===== config.mk =====
export PLATFORM = sky130hd
export DESIGN_NAME = stack_ctrl
export DESIGN_NICKNAME = d
export VERILOG_FILES = /design/src/rtl/stack_ctrl.sv
export SDC_FILE = /design/constraint.sdc
export NUM_CORES = 1
export LEC_CHECK = 0
export CAP_MARGIN = 15
export CORE_UTILIZATION = 33
export CTS_BUF_LIST = sky130_fd_sc_hd__clkbuf_16
export DETAILED_ROUTE_END_ITERATION = 6
export MAX_ROUTING_LAYER = met4
export PLACE_DENSITY = 0.85
export REMOVE_ABC_BUFFERS = 1
export SYNTH_ARGS = -nofsm -noshare
export SYNTH_HDL_FRONTEND = slang
export SYNTH_SLANG_ARGS = --single-unit

===== constraint.sdc =====
create_clock -name clk -period 1.35 [get_ports clk]
set_input_delay 0.3375 -clock clk [delete_from_list [all_inputs] [get_ports clk]]
set_output_delay 0.3375 -clock clk [all_outputs]
set_load 0.01 [all_outputs]

===== src/rtl/stack_ctrl.sv =====
// stack_ctrl: valid/ready front end for the stack block.
// Turns a push stream and a pop-request stream into single-cycle stk_push/stk_pop
// strobes, tracks occupancy, blocks overflow/underflow, and returns popped words
// through a registered valid/ready response port.
// Optional feature macro: STACK_CTRL_HWM_EN adds the hwm (high-water mark) port.
module stack_ctrl #(
  parameter int unsigned WIDTH = 18,
  parameter int unsigned SIZE  = 1
) (
  input  logic             clk,
  input  logic             reset,
  input  logic             push_valid,
  output logic             push_ready,
  input  logic [WIDTH-1:0] push_data,
  input  logic             pop_valid,
  output logic             pop_ready,
  output logic             rsp_valid,
  input  logic             rsp_ready,
  output logic [WIDTH-1:0] rsp_data,
  output logic             stk_push,
  output logic             stk_pop,
  output logic [WIDTH-1:0] stk_din,
  input  logic [WIDTH-1:0] stk_dout,
  output logic [SIZE:0]    count,
  output logic             empty,
  output logic             full
`ifdef STACK_CTRL_HWM_EN
  ,
  output logic [SIZE:0]    hwm
`endif
);

  localparam int unsigned CW    = SIZE + 1;
  localparam int unsigned DEPTH = 1 << SIZE;
  localparam logic [SIZE:0] DEPTH_C = CW'(DEPTH);

  logic          pop_ok;
  logic [SIZE:0] count_nxt;

  // Handshake decode: pop has priority over push; all strobes held low in reset.
  always_comb begin
    pop_ok     = reset && !empty && (!rsp_valid || rsp_ready);
    pop_ready  = pop_ok;
    stk_pop    = pop_valid && pop_ok;
    push_ready = reset && !full && !stk_pop;
    stk_push   = push_valid && push_ready;
    stk_din    = push_data;
  end

  // Next occupancy; the strobes are mutually exclusive so at most one applies.
  always_comb begin
    count_nxt = count;
    if (stk_push) begin
      count_nxt = count + CW'(1);
    end else if (stk_pop) begin
      count_nxt = count - CW'(1);
    end
  end

  // Occupancy and status flags, all updated on the same edge.
  always_ff @(posedge clk or negedge reset) begin
    if (!reset) begin
      count <= '0;
      empty <= 1'b1;
      full  <= 1'b0;
    end else begin
      count <= count_nxt;
      empty <= (count_nxt == '0);
      full  <= (count_nxt == DEPTH_C);
    end
  end

  // Response register: load on pop, clear when consumed without a new pop.
  always_ff @(posedge clk or negedge reset) begin
    if (!reset) begin
      rsp_valid <= 1'b0;
      rsp_data  <= '0;
    end else if (stk_pop) begin
      rsp_valid <= 1'b1;
      rsp_data  <= stk_dout;
    end else if (rsp_valid && rsp_ready) begin
      rsp_valid <= 1'b0;
    end
  end

`ifdef STACK_CTRL_HWM_EN
  // High-water mark of occupancy; only reset clears it.
  always_ff @(posedge clk or negedge reset) begin
    if (!reset) begin
      hwm <= '0;
    end else if (count_nxt > hwm) begin
      hwm <= count_nxt;
    end
  end
`endif

endmodule


Yosys cells after proc, flatten, opt, wreduce, memory -nomap -nowiden
Cells that the tools add are included.

Bits in registers: 23. Bits of input ports: 41. Output and inout bits: 45. Logic and storage cells: 26.

$add $sub $neg: 2. Equality and inequality tests: 1. Mux-type cells: 4. Reduce and logical (&&, ||, !) cells: 14.

Operators by type and width (number): logical AND 1 bit (7); logical NOT 1 bit (4); 2-to-1 mux 2 bit (2); adder 2 x 1 -> 2 bit (second input constant) (1); equality test 2 bit (second input constant) (1); logical NOT 2 bit (1); 2-to-1 mux 1 bit (2); nonzero test 2 bit (1); subtractor 2 x 1 -> 2 bit (second input constant) (1); logical OR 1 bit (1).

Longest topological paths before layout
Depth in word-level cells: 9. Depth in mapped cells: 6. Depth with buffers taken out: 5.

Least setup slack after synthesis
No wires, ideal clock.

Path type: register to output. Start point: reg empty. End point: out push_ready. Arrival: 1205 ps. Required time: 1013 ps. Slack: -193 ps. Stages on the path, launching flop included: 6. Path buffers: 1. Cells stage by stage: dfstp_2 > nor2b_4 > nand3_4 > inv_2 > buf_6 > nor3b_1.

Longest elaborated chain between the ends: 6.

RTL lines: from (decl) (line 25) `output logic empty,`; from (signal assigned) (line 68) `empty <= (count_nxt == '0);`; logical NOT 1 bit (line 42) `pop_ok = reset && !empty && (!rsp_valid || rsp_ready);`; logical AND 1 bit (2 in a row) (line 42); logical AND 1 bit (line 44) `stk_pop = pop_valid && pop_ok;`; logical NOT 1 bit (line 45) `push_ready = reset && !full && !stk_pop;`; logical AND 1 bit (line 45); to (decl) (line 13) `output logic push_ready,`.

No other way between the ends.

Worst setup path in the final report
Same ends and word-level chain as after synthesis.

==> metrics.cfg <==
[logic_synthesis]
synth_top_area_share_pct = 50.06
synth-async-reset-ratio_pct = 100.0
synth_seq_cells = 23
synth_xor_area_share_pct = 0.7964
seq_area_frac_synth_pct = 52.45
synth-edff-count = 0
synthFlopType = dfrtp_1
synth_top_family_by_area = simple AND/OR/NAND/NOR gates
synth_mux_area_share_pct = 2.730
synth_compound_area_share_pct = 2.503
netlist_top_cells_count = 56 x nand2_1, 22 x dfrtp_1, 19 x buf_4, 3 x mux2i_1
avgSynthCellArea_um2 = 9.320
synth_cell_types = 20
yosysMostFrequentCell = nand2_1
synth_top_area_cell = dfrtp_1
synth-simple-area-share_pct = 26.28
synth_adder_area_share_pct = 0
ys_warn_count = 0
synthTopCellsByArea = dfrtp_1 50%, nand2_1 19%, buf_4 13%
syn_inst = 118
synth.cell_area_um2 = 1100

[pwr]
p_leak_nw = 0.9769
p_clk_share_pct = 19.4
pwr-share-comb_pct = 46.6
powerDensity_nw_per_um2 = 1760
intPower_w = 0.002168
switching_power_w = 0.001106
p_seq_share_pct = 34.0
p_sw_share_pct = 33.78
peakVddDrop_uv = 788.4

[clock_tree]
numCtsBuffers = 3
cts.clk_slew.worst_paths_ps = 60
cts_tree = yes
hold_buffers = 0
cts_sinks = 23
cts-root-buf = clkbuf_16
cts.path.max_buffers = 2
cts.htree.levels = 1
worstSkewPairLatency_ps = 250

[global_route]
grt_first_pass_wirelength_um = 4202
grt_pass1_vias = 949
overflow = 0
grt_start_max_net_pins = 22
grt_usage_pct = 16.35
antenna_found_initial = 0

[finish]
areaGrowthSynthToFinish_pct = 69.17
antenna_cells = 0
final-instance-count-excl-fill = 215
seqCellArea_um2 = 576.8
drive_above_1_share_pct = 38.60
nets = 213
fillCellCount = 294
multi_input_area_um2 = 470.5

[floorplanning]
die_h_um = 59.73
die_w_um = 59.73
die_area_um2 = 3568
core_um2 = 3103
rows = 20
io_pins = 86
start_util_pct = 35.44

[setup_path]
max_stage_delay_ps = 550
cp_cell_sequence = nor2b_4, nand3_4, inv_4, nor3b_2, buf_2
critPathCaptureType = output pin
critPathLaunchType = flip-flop
path_max_fanout = 3
critPathKind = flip-flop to output pin
cp.arrival_ps = 1300
critPathBufInv = 2
crit_slowest_cell = dfstp_2
worst_ep_required_time_ps = 1010
cp_top_family = flip-flops

[sta]
rsz0062_at_grt = yes
tightestPinTransition_ps = 339.1
fin_ws_ps = -288.2
slew-limit-headroom_pct = 77.39
finalCriticalPeriod_ps = 1638
hold_viol_final = 0
skew_ps = 1.782
max_clock_freq_ghz = 0.6104
slew_violations = 0
post-route-period-util_pct = 121.3
setup_violations = 13
setup_tns_ps = -1606

[hold_path]
hp-class = input port to async pin

[drt]
avgViaCountPerCell = 4.526
drt-total-wl_um = 3151
postRouteAntennaNets = 0
via_count = 973
firstDrtPassIters = 4
drc = 0
wire_per_inst_um = 14.66
first_iter_violations = 22

[run_status]
violations = negative setup slack
status = finished, violations left

[placement]
placedCellCount = 204
portBuffers = 49
dp_hpwl_um = 2180
place.gp.congestion = 0.7683

[job]
maxCapViolations = 0

kinds of logic (layout without fill, tap and decap cells):
family | after synthesis | in the layout
xor+xnor | 1 | 1
buf+inv | 23 | 76
compound gates | 3 | 3
simple gates | 65 | 65
mux | 3 | 3
flops | 23 | 23
worst register-to-register path: stages, from the launching register on:
cell and delay, ps:
dfstp_2 550, nor2b_4 50, nand3_4 80, buf_4 260
mux2i_1 250, xor2_1 190
final cells by class:
| cell class | count | area share, % |
|---|---|---|
| sequential | 23 | 31.00 |
| multi-input combinational | 72 | 25.29 |
| tap | 44 | 2.959 |
| clock buffer | 3 | 4.035 |
| inverter | 1 | 0.3362 |
| clock inverter | 1 | 0.2690 |
| timing repair buffer | 71 | 36.11 |
state kept, by name, indices dropped and copies added, names as in the netlist:
name / count
count: 2
empty: 1
rsp_valid: 1
full: 1
rsp_data: 18
path summary, 6_finish.rpt:
check,from,to,slack [ps],cells past startpoint
min in group clk,rsp_data[8]$_DFFE_PN0P_,rsp_data[8]$_DFFE_PN0P_,470,2
setup reg to reg,empty$_DFF_PN1_,count[1]$_DFF_PN0_,-130,5
setup / recovery,empty$_DFF_PN1_,push_ready,-290,5
hold / removal,reset,rsp_data[14]$_DFFE_PN0P_,130,2
max in group asynchronous,reset,empty$_DFF_PN1_,970,2
hold reg to reg,rsp_data[8]$_DFFE_PN0P_,rsp_data[8]$_DFFE_PN0P_,470,2
cell usage in the layout (no fill, tap or decap), types with 2 or more instances in the layout:
cell             Yosys  final
clkbuf_16            0      4
buf_6                1      7
clkdlybuf4s50_1      0     18
nand2_2              0     18
nand2_4              0      4
dlygate4sd2_1        0     23
mux2i_1              3      3
dfrtp_1             22     22
buf_4               19     16
buf_2                2      2
nand2_1             56     34
per-layer routing:
layer | GRT usage [%] | wire length, um | part of all wire (%)
met2 | 26.19 | 1648 | 52
met5 | - | 0 | 0
met4 | 3.654 | 0 | 0
met1 | 17.56 | 1156 | 37
met3 | 9.307 | 346 | 11
stage by stage:
stage / cell area, um^2 / utilization, % / setup WS (ps) / total power, W / hold slack, ps
floorplan: 935.9 / - / -316.4 / 0.001662 / 41.91
global placement: 1594 / 51.37 / -878.7 / 0.002532 / 456.5
detailed placement: 1594 / 51.37 / -933.2 / 0.002586 / 461.8
CTS: 1718 / 55.36 / -297.8 / 0.003136 / 131.7
global route: 1861 / 59.96 / -327.0 / 0.003472 / 141.1
finish: 1861 / 59.96 / -288.2 / 0.003274 / 129.6
power groups by stage:
stage          Sequential (W)  Clock [W]  Combinational [W]
2_1_floorplan         0.00130          0           0.000363
6_report              0.00111   0.000636            0.00153
3_5_place_dp          0.00114          0            0.00145
4_1_cts               0.00112   0.000646            0.00137
3_3_place_gp          0.00113          0            0.00140
5_1_grt               0.00115   0.000679            0.00165
timing repair:
item / 4_1_cts / 5_1_grt
resized for setup: 65 / 34
buffers inserted: 4 / 5
cloned: 0 / 1
setup endpoints to repair: 49 / 29
pin swaps: 6 / 10
Power figures use the tool's default switching activity.
